--- src/rtl/mips_multicycle_ctrl.sv ---
`default_nettype none
// ============================================================================
// Module   : mips_multicycle_ctrl
// Brief    : Main control FSM for the multicycle MIPS datapath. Sequences
//            fetch, decode, execute, memory access and write-back, and drives
//            every datapath select / strobe. Stalls on the memory handshake.
// Revision : 1.0 - initial release
// ============================================================================
module mips_multicycle_ctrl #(
  parameter logic [5:0] OP_RTYPE = 6'b000000,
  parameter logic [5:0] OP_LW    = 6'b100011,
  parameter logic [5:0] OP_SW    = 6'b101011,
  parameter logic [5:0] OP_BEQ   = 6'b000100,
  parameter logic [5:0] OP_J     = 6'b000010,
  parameter logic [5:0] OP_ADDI  = 6'b001000
) (
  input  logic       clk,
  input  logic       rst_n,
  input  logic [5:0] opcode,
  input  logic       zero,
  input  logic       mem_ready,
  output logic       pc_write,
  output logic       i_or_d,
  output logic       mem_read,
  output logic       mem_write,
  output logic       ir_write,
  output logic       mem_to_reg,
  output logic       reg_dst,
  output logic       reg_write,
  output logic       alu_src_a,
  output logic [1:0] alu_src_b,
  output logic [1:0] alu_op,
  output logic [1:0] pc_source,
  output logic       illegal_op,
  output logic       busy
);

  typedef enum logic [3:0] {
    ST_INIT     = 4'd0,
    ST_FETCH    = 4'd1,
    ST_DECODE   = 4'd2,
    ST_MEM_ADDR = 4'd3,
    ST_MEM_RD   = 4'd4,
    ST_MEM_WB   = 4'd5,
    ST_MEM_WR   = 4'd6,
    ST_R_EXEC   = 4'd7,
    ST_R_WB     = 4'd8,
    ST_I_EXEC   = 4'd9,
    ST_I_WB     = 4'd10,
    ST_BRANCH   = 4'd11,
    ST_JUMP     = 4'd12
  } state_t;

  state_t     state_q, state_d;
  logic       illegal_q, illegal_d;
  logic       opcode_known;

  // Moore outputs are registered: each flop holds the decode of the state
  // currently occupied, so it is computed from the next state.
  logic       pc_write_q,   pc_write_d;   // unconditional part (JUMP)
  logic       i_or_d_q,     i_or_d_d;
  logic       mem_read_q,   mem_read_d;
  logic       mem_write_q,  mem_write_d;
  logic       mem_to_reg_q, mem_to_reg_d;
  logic       reg_dst_q,    reg_dst_d;
  logic       reg_write_q,  reg_write_d;
  logic       alu_src_a_q,  alu_src_a_d;
  logic [1:0] alu_src_b_q,  alu_src_b_d;
  logic [1:0] alu_op_q,     alu_op_d;
  logic [1:0] pc_source_q,  pc_source_d;
  logic       busy_q,       busy_d;

  assign opcode_known = (opcode == OP_RTYPE) || (opcode == OP_LW) ||
                        (opcode == OP_SW)    || (opcode == OP_BEQ) ||
                        (opcode == OP_J)     || (opcode == OP_ADDI);

  // Next-state sequencing and sticky illegal-opcode capture
  always_comb begin
    state_d   = state_q;
    illegal_d = illegal_q;
    case (state_q)
      ST_INIT:     state_d = ST_FETCH;
      ST_FETCH:    state_d = mem_ready ? ST_DECODE : ST_FETCH;
      ST_DECODE: begin
        if ((opcode == OP_LW) || (opcode == OP_SW)) state_d = ST_MEM_ADDR;
        else if (opcode == OP_RTYPE)                state_d = ST_R_EXEC;
        else if (opcode == OP_ADDI)                 state_d = ST_I_EXEC;
        else if (opcode == OP_BEQ)                  state_d = ST_BRANCH;
        else if (opcode == OP_J)                    state_d = ST_JUMP;
        else                                        state_d = ST_FETCH;
        if (!opcode_known) illegal_d = 1'b1;
      end
      ST_MEM_ADDR: state_d = (opcode == OP_LW) ? ST_MEM_RD : ST_MEM_WR;
      ST_MEM_RD:   state_d = mem_ready ? ST_MEM_WB : ST_MEM_RD;
      ST_MEM_WB:   state_d = ST_FETCH;
      ST_MEM_WR:   state_d = mem_ready ? ST_FETCH : ST_MEM_WR;
      ST_R_EXEC:   state_d = ST_R_WB;
      ST_R_WB:     state_d = ST_FETCH;
      ST_I_EXEC:   state_d = ST_I_WB;
      ST_I_WB:     state_d = ST_FETCH;
      ST_BRANCH:   state_d = ST_FETCH;
      ST_JUMP:     state_d = ST_FETCH;
      default:     state_d = ST_INIT;
    endcase
  end

  // Moore output decode of the state about to be entered
  always_comb begin
    pc_write_d   = 1'b0;
    i_or_d_d     = 1'b0;
    mem_read_d   = 1'b0;
    mem_write_d  = 1'b0;
    mem_to_reg_d = 1'b0;
    reg_dst_d    = 1'b0;
    reg_write_d  = 1'b0;
    alu_src_a_d  = 1'b0;
    alu_src_b_d  = 2'b00;
    alu_op_d     = 2'b00;
    pc_source_d  = 2'b00;
    busy_d       = (state_d != ST_INIT);
    case (state_d)
      ST_FETCH: begin
        mem_read_d  = 1'b1;
        alu_src_b_d = 2'b01;
      end
      ST_DECODE:   alu_src_b_d = 2'b11;
      ST_MEM_ADDR: begin
        alu_src_a_d = 1'b1;
        alu_src_b_d = 2'b10;
      end
      ST_MEM_RD: begin
        i_or_d_d   = 1'b1;
        mem_read_d = 1'b1;
      end
      ST_MEM_WB: begin
        reg_write_d  = 1'b1;
        mem_to_reg_d = 1'b1;
      end
      ST_MEM_WR: begin
        i_or_d_d    = 1'b1;
        mem_write_d = 1'b1;
      end
      ST_R_EXEC: begin
        alu_src_a_d = 1'b1;
        alu_op_d    = 2'b10;
      end
      ST_R_WB: begin
        reg_write_d = 1'b1;
        reg_dst_d   = 1'b1;
      end
      ST_I_EXEC: begin
        alu_src_a_d = 1'b1;
        alu_src_b_d = 2'b10;
      end
      ST_I_WB:     reg_write_d = 1'b1;
      ST_BRANCH: begin
        alu_src_a_d = 1'b1;
        alu_op_d    = 2'b01;
        pc_source_d = 2'b01;
      end
      ST_JUMP: begin
        pc_source_d = 2'b10;
        pc_write_d  = 1'b1;
      end
      default: ;
    endcase
  end

  // State, sticky flag and registered outputs; async reset aborts any strobe
  always_ff @(posedge clk or negedge rst_n) begin
    if (!rst_n) begin
      state_q      <= ST_INIT;
      illegal_q    <= 1'b0;
      pc_write_q   <= 1'b0;
      i_or_d_q     <= 1'b0;
      mem_read_q   <= 1'b0;
      mem_write_q  <= 1'b0;
      mem_to_reg_q <= 1'b0;
      reg_dst_q    <= 1'b0;
      reg_write_q  <= 1'b0;
      alu_src_a_q  <= 1'b0;
      alu_src_b_q  <= 2'b00;
      alu_op_q     <= 2'b00;
      pc_source_q  <= 2'b00;
      busy_q       <= 1'b0;
    end else begin
      state_q      <= state_d;
      illegal_q    <= illegal_d;
      pc_write_q   <= pc_write_d;
      i_or_d_q     <= i_or_d_d;
      mem_read_q   <= mem_read_d;
      mem_write_q  <= mem_write_d;
      mem_to_reg_q <= mem_to_reg_d;
      reg_dst_q    <= reg_dst_d;
      reg_write_q  <= reg_write_d;
      alu_src_a_q  <= alu_src_a_d;
      alu_src_b_q  <= alu_src_b_d;
      alu_op_q     <= alu_op_d;
      pc_source_q  <= pc_source_d;
      busy_q       <= busy_d;
    end
  end

  // Load enables that depend on same-cycle inputs: never high while stalled
  assign ir_write   = (state_q == ST_FETCH) && mem_ready;
  assign pc_write   = pc_write_q ||
                      ((state_q == ST_FETCH)  && mem_ready) ||
                      ((state_q == ST_BRANCH) && zero);

  assign i_or_d     = i_or_d_q;
  assign mem_read   = mem_read_q;
  assign mem_write  = mem_write_q;
  assign mem_to_reg = mem_to_reg_q;
  assign reg_dst    = reg_dst_q;
  assign reg_write  = reg_write_q;
  assign alu_src_a  = alu_src_a_q;
  assign alu_src_b  = alu_src_b_q;
  assign alu_op     = alu_op_q;
  assign pc_source  = pc_source_q;
  assign illegal_op = illegal_q;
  assign busy       = busy_q;

endmodule
`default_nettype wire

--- config.mk ---
export PLATFORM = sky130hd
export DESIGN_NAME = mips_multicycle_ctrl
export DESIGN_NICKNAME = d
export VERILOG_FILES = /design/src/rtl/mips_multicycle_ctrl.sv
export SDC_FILE = /design/constraint.sdc
export NUM_CORES = 1
export LEC_CHECK = 0
export ABC_AREA = 1
export ABC_CLOCK_PERIOD_IN_PS = 1700
export CAP_MARGIN = 5
export CORE_MARGIN = 2
export CORE_UTILIZATION = 46
export CTS_CLUSTER_DIAMETER = 150
export DETAILED_ROUTE_END_ITERATION = 6
export PLACE_DENSITY = 0.77
export SKIP_CTS_REPAIR_TIMING = 1
export SLEW_MARGIN = 20
export SYNTH_ARGS = -nofsm -noshare
export SYNTH_HDL_FRONTEND = slang
export SYNTH_SLANG_ARGS = --single-unit
--- constraint.sdc ---
create_clock -name clk -period 1.7 [get_ports clk]
set_input_delay 0.51 -clock clk [delete_from_list [all_inputs] [get_ports clk]]
set_output_delay 0.51 -clock clk [all_outputs]
set_load 0.05 [all_outputs]
==> run_results.csv <==
group,metric,value,unit
outcome,status,"finished, violations left",
outcome,violations_in_the_final_reports,"setup timing",
floorplan,die_width,49.5,um
power,power.ir.vdd_worst,1.12,mV
timing,finClkSkew,0.0100,ns
floorplan,floorplan.core_area,1960,um2
logic_synthesis,synth_largest_area_cell,"sky130_fd_sc_hd__dfrtp_1",
global_routing,largest_net_degree_at_the_start_of_global_routing,20,
clock_network,cts-buffers-inserted,3,
floorplan,die-height,49.5,um
timing,hold_violations,0,
clock_network,cts_sinks,19,
finish,final_layout_size_suffix_gt1_frac,0.380,
global_routing,gr-usage-all-layers,0.240,
placed_design,placement.io_buffers,26,
power,overall_power_after_layout,0.00291,W
logic_synthesis,synth_xor_xnor_area_share,0,
logic_synthesis,netlist.area_leader.share,0.499,
logic_synthesis,simple_gate_portion_of_the_synthesized_area,0.370,
clock_network,ctsRootBufferMaster,"sky130_fd_sc_hd__clkbuf_4",
logic_synthesis,synth.area.mux_share,0,
worst_setup_path,worstPathArrival,1.30,ns
logic_synthesis,syn-cell-area,953,um2
worst_setup_path,worstSetupEndpointType,"output port",
logic_synthesis,adder_and_majority_cell_fraction_of_the_synthesized_area,0,
timing,setup_slack,-0.105,ns
logic_synthesis,synth_cell_types,12,
placed_design,estimated_wirelength_of_the_detail_placed_design,2130,um
worst_setup_path,worst-r2r-setup-slack,-0.01,ns
detailed_routing,drc_errors,0,
clock_network,ctsHtreeMaxLevel,1,
finish,largest_register_ff_count,4,
logic_synthesis,synth-compound-area-share,0.0407,
logic_synthesis,synth_top_cells_by_area,"sky130_fd_sc_hd__dfrtp_1, sky130_fd_sc_hd__nand2_1, sky130_fd_sc_hd__nor2_1",
worst_setup_path,crit_required,1.19,ns
finish,num-fill-cells,98,
timing,maxSlewHeadroom,0.782,
finish,antenna_cells_inserted,0,
logic_synthesis,ys.warnings.count,0,
worst_setup_path,startpoint_type,"flop",
timing,report.final.setup_viol,7,
worst_setup_path,worstSetupPathType,"reg -> out",
detailed_routing,drt_first_pass_iters,4,
logic_synthesis,combinational_family_with_the_most_area_after_synthesis,"simple AND/OR/NAND/NOR gates",
worst_hold_path,hold_class,"in -> async",
clock_network,clk_path_buf_depth,2,
global_routing,antenna_found_initial,0,
floorplan,die-area,2450,um2
power,cellLeakagePower,0.950,nW
global_routing,global_route.overflow_total,0,
floorplan,rows,16,
logic_synthesis,postSynthAreaPerCell,7.17,um2
detailed_routing,drt-vias-per-instance,5.17,
timing,pin_slew_with_the_least_headroom_to_its_limit,0.326,ns
clock_network,clock_insertion_delay_worst_skew,0.30,ns
worst_setup_path,cp_slowest_stage_delay,0.45,ns
timing,totalNegativeSetupSlack,-0.264,ns
detailed_routing,route.detailed.wl_per_inst,15.5,um
global_routing,grt_pass1_vias,1057,
power,power-per-cell-area,1700,nW/um2
finish,nets,195,
placed_design,place_congestion,0.902,
finish,layout-area-overhead-vs-synth,79.9,%
floorplan,floorplan.initialDensity,0.486,
floorplan,top_level_ports,27,
finish,mostFrequentLayoutCell,"sky130_fd_sc_hd__nand2_1",
finish,registers.top_by_ff_count,"state_q",
worst_setup_path,crit_path_top_delay_cell,"sky130_fd_sc_hd__dfrtp_1",
logic_synthesis,synthesis.nets,143,
clock_network,clock_tree_from_tritoncts,"done",
logic_synthesis,synth_seq_area_share,0.499,
worst_setup_path,worstPathCellList,"nor2_2 > nand3_4 > nand2_2 > buf_12",
detailed_routing,via_count,1091,
timing,max_clock_freq,554,MHz
finish,layout_common_cells,"sky130_fd_sc_hd__nand2_1, sky130_fd_sc_hd__buf_4, sky130_fd_sc_hd__nor2_1",
timing,post-route-period-util,1.06,
run,max-cap-violations,0,
clock_network,clkSlewWorstSetupHoldPaths,0.12,ns
worst_setup_path,timing.critical_path.fanout_max,3,
detailed_routing,drt-total-wl,3270,um
detailed_routing,route.antenna.remaining_nets,0,
timing,final_critical_path_time_including_i_o_delays_and_setup,1.81,ns
detailed_routing,first_iteration_detailed_routing_drc_count,51,
timing,unrepaired_setup_endpoints_after_global_routing,"true",
timing,report.final.slew_viol_count,0,
logic_synthesis,synthesis.instances,133,
global_routing,first_pass_grt_wire_length,4480,um
logic_synthesis,ys_seq_elements,19,
## metrics by stage
step / setup WS (ns) / std cells / cell area [um2] / utilization / hold slack (ns)
floorplan: 0.0793 / 133 / 953 / - / 0.214
detailed placement: -0.363 / 198 / 1510 / 0.768 / 0.524
global placement: -0.237 / 198 / 1510 / 0.768 / 0.523
global route: -0.189 / 211 / 1720 / 0.874 / 0.534
finish: -0.105 / 211 / 1720 / 0.874 / 0.523
CTS: -0.289 / 202 / 1540 / 0.783 / 0.540
## area by class of cell
| type | instances | area, um2 | share of cell area |
|---|---|---|---|
| timing repair buffer | 48 | 608 | 0.354 |
| multi-input combinational | 92 | 489 | 0.285 |
| sequential | 19 | 478 | 0.279 |
| inverter | 21 | 78.8 | 0.0460 |
| tap | 27 | 33.8 | 0.0197 |
| clock buffer | 3 | 22.5 | 0.0131 |
| clock inverter | 1 | 5.00 | 0.00292 |
## worst paths after layout
check | start | end | depth (start not counted)
worst max-delay path | state_q[3] | pc_write | 4
worst min-delay path | rst_n | reg_write | 2
worst max register to register | state_q[3] | mem_write | 8
worst min register to register | illegal_op | illegal_op | 1
max in group asynchronous | rst_n | state_q[1] | 2
min in group clk | illegal_op | illegal_op | 1
## Yosys cell counts
master / number
sky130_fd_sc_hd__nand3b_1: 2
sky130_fd_sc_hd__buf_4: 1
sky130_fd_sc_hd__nand4_1: 2
sky130_fd_sc_hd__nand3_1: 8
sky130_fd_sc_hd__a31o_2: 1
sky130_fd_sc_hd__nor2_2: 2
sky130_fd_sc_hd__inv_1: 21
sky130_fd_sc_hd__nand2_1: 42
sky130_fd_sc_hd__dfrtp_1: 19
sky130_fd_sc_hd__nor2_1: 28
sky130_fd_sc_hd__a21oi_1: 6
sky130_fd_sc_hd__nand3_2: 1
## where the power goes
| part | internal [W] | leakage (nW) | switching [W] |
|---|---|---|---|
| clock network | 0.0000877 | 0.0177 | 0.000146 |
| registers | 0.000585 | 0.243 | 0.000132 |
| logic | 0.000857 | 0.689 | 0.00110 |
| total | 0.00153 | 0.950 | 0.00138 |
## per-layer routing
| layer | vias to the layer above | wire length (um) | GRT usage |
|---|---|---|---|
| met4 | 0 | 57 | 0.0602 |
| met5 | - | 0 | 0 |
| met1 | 514 | 1170 | 0.272 |
| li1 | 509 | - | - |
| met2 | 59 | 1830 | 0.460 |
| met3 | 9 | 209 | 0.0394 |
## critical path, delay by kind of cell (launching register included)
kind                   cells  cell delay (ns)
and+or+nand+nor            3             0.41
DFF                        1             0.45
buffers and inverters      1             0.13
## cells by family (layout without fill, tap and decap cells)
family	Yosys count	count (layout)
compound gates	7	7
flops	19	19
buf+inv	22	73
simple gates	85	85
Power figures use the tool's default switching activity.
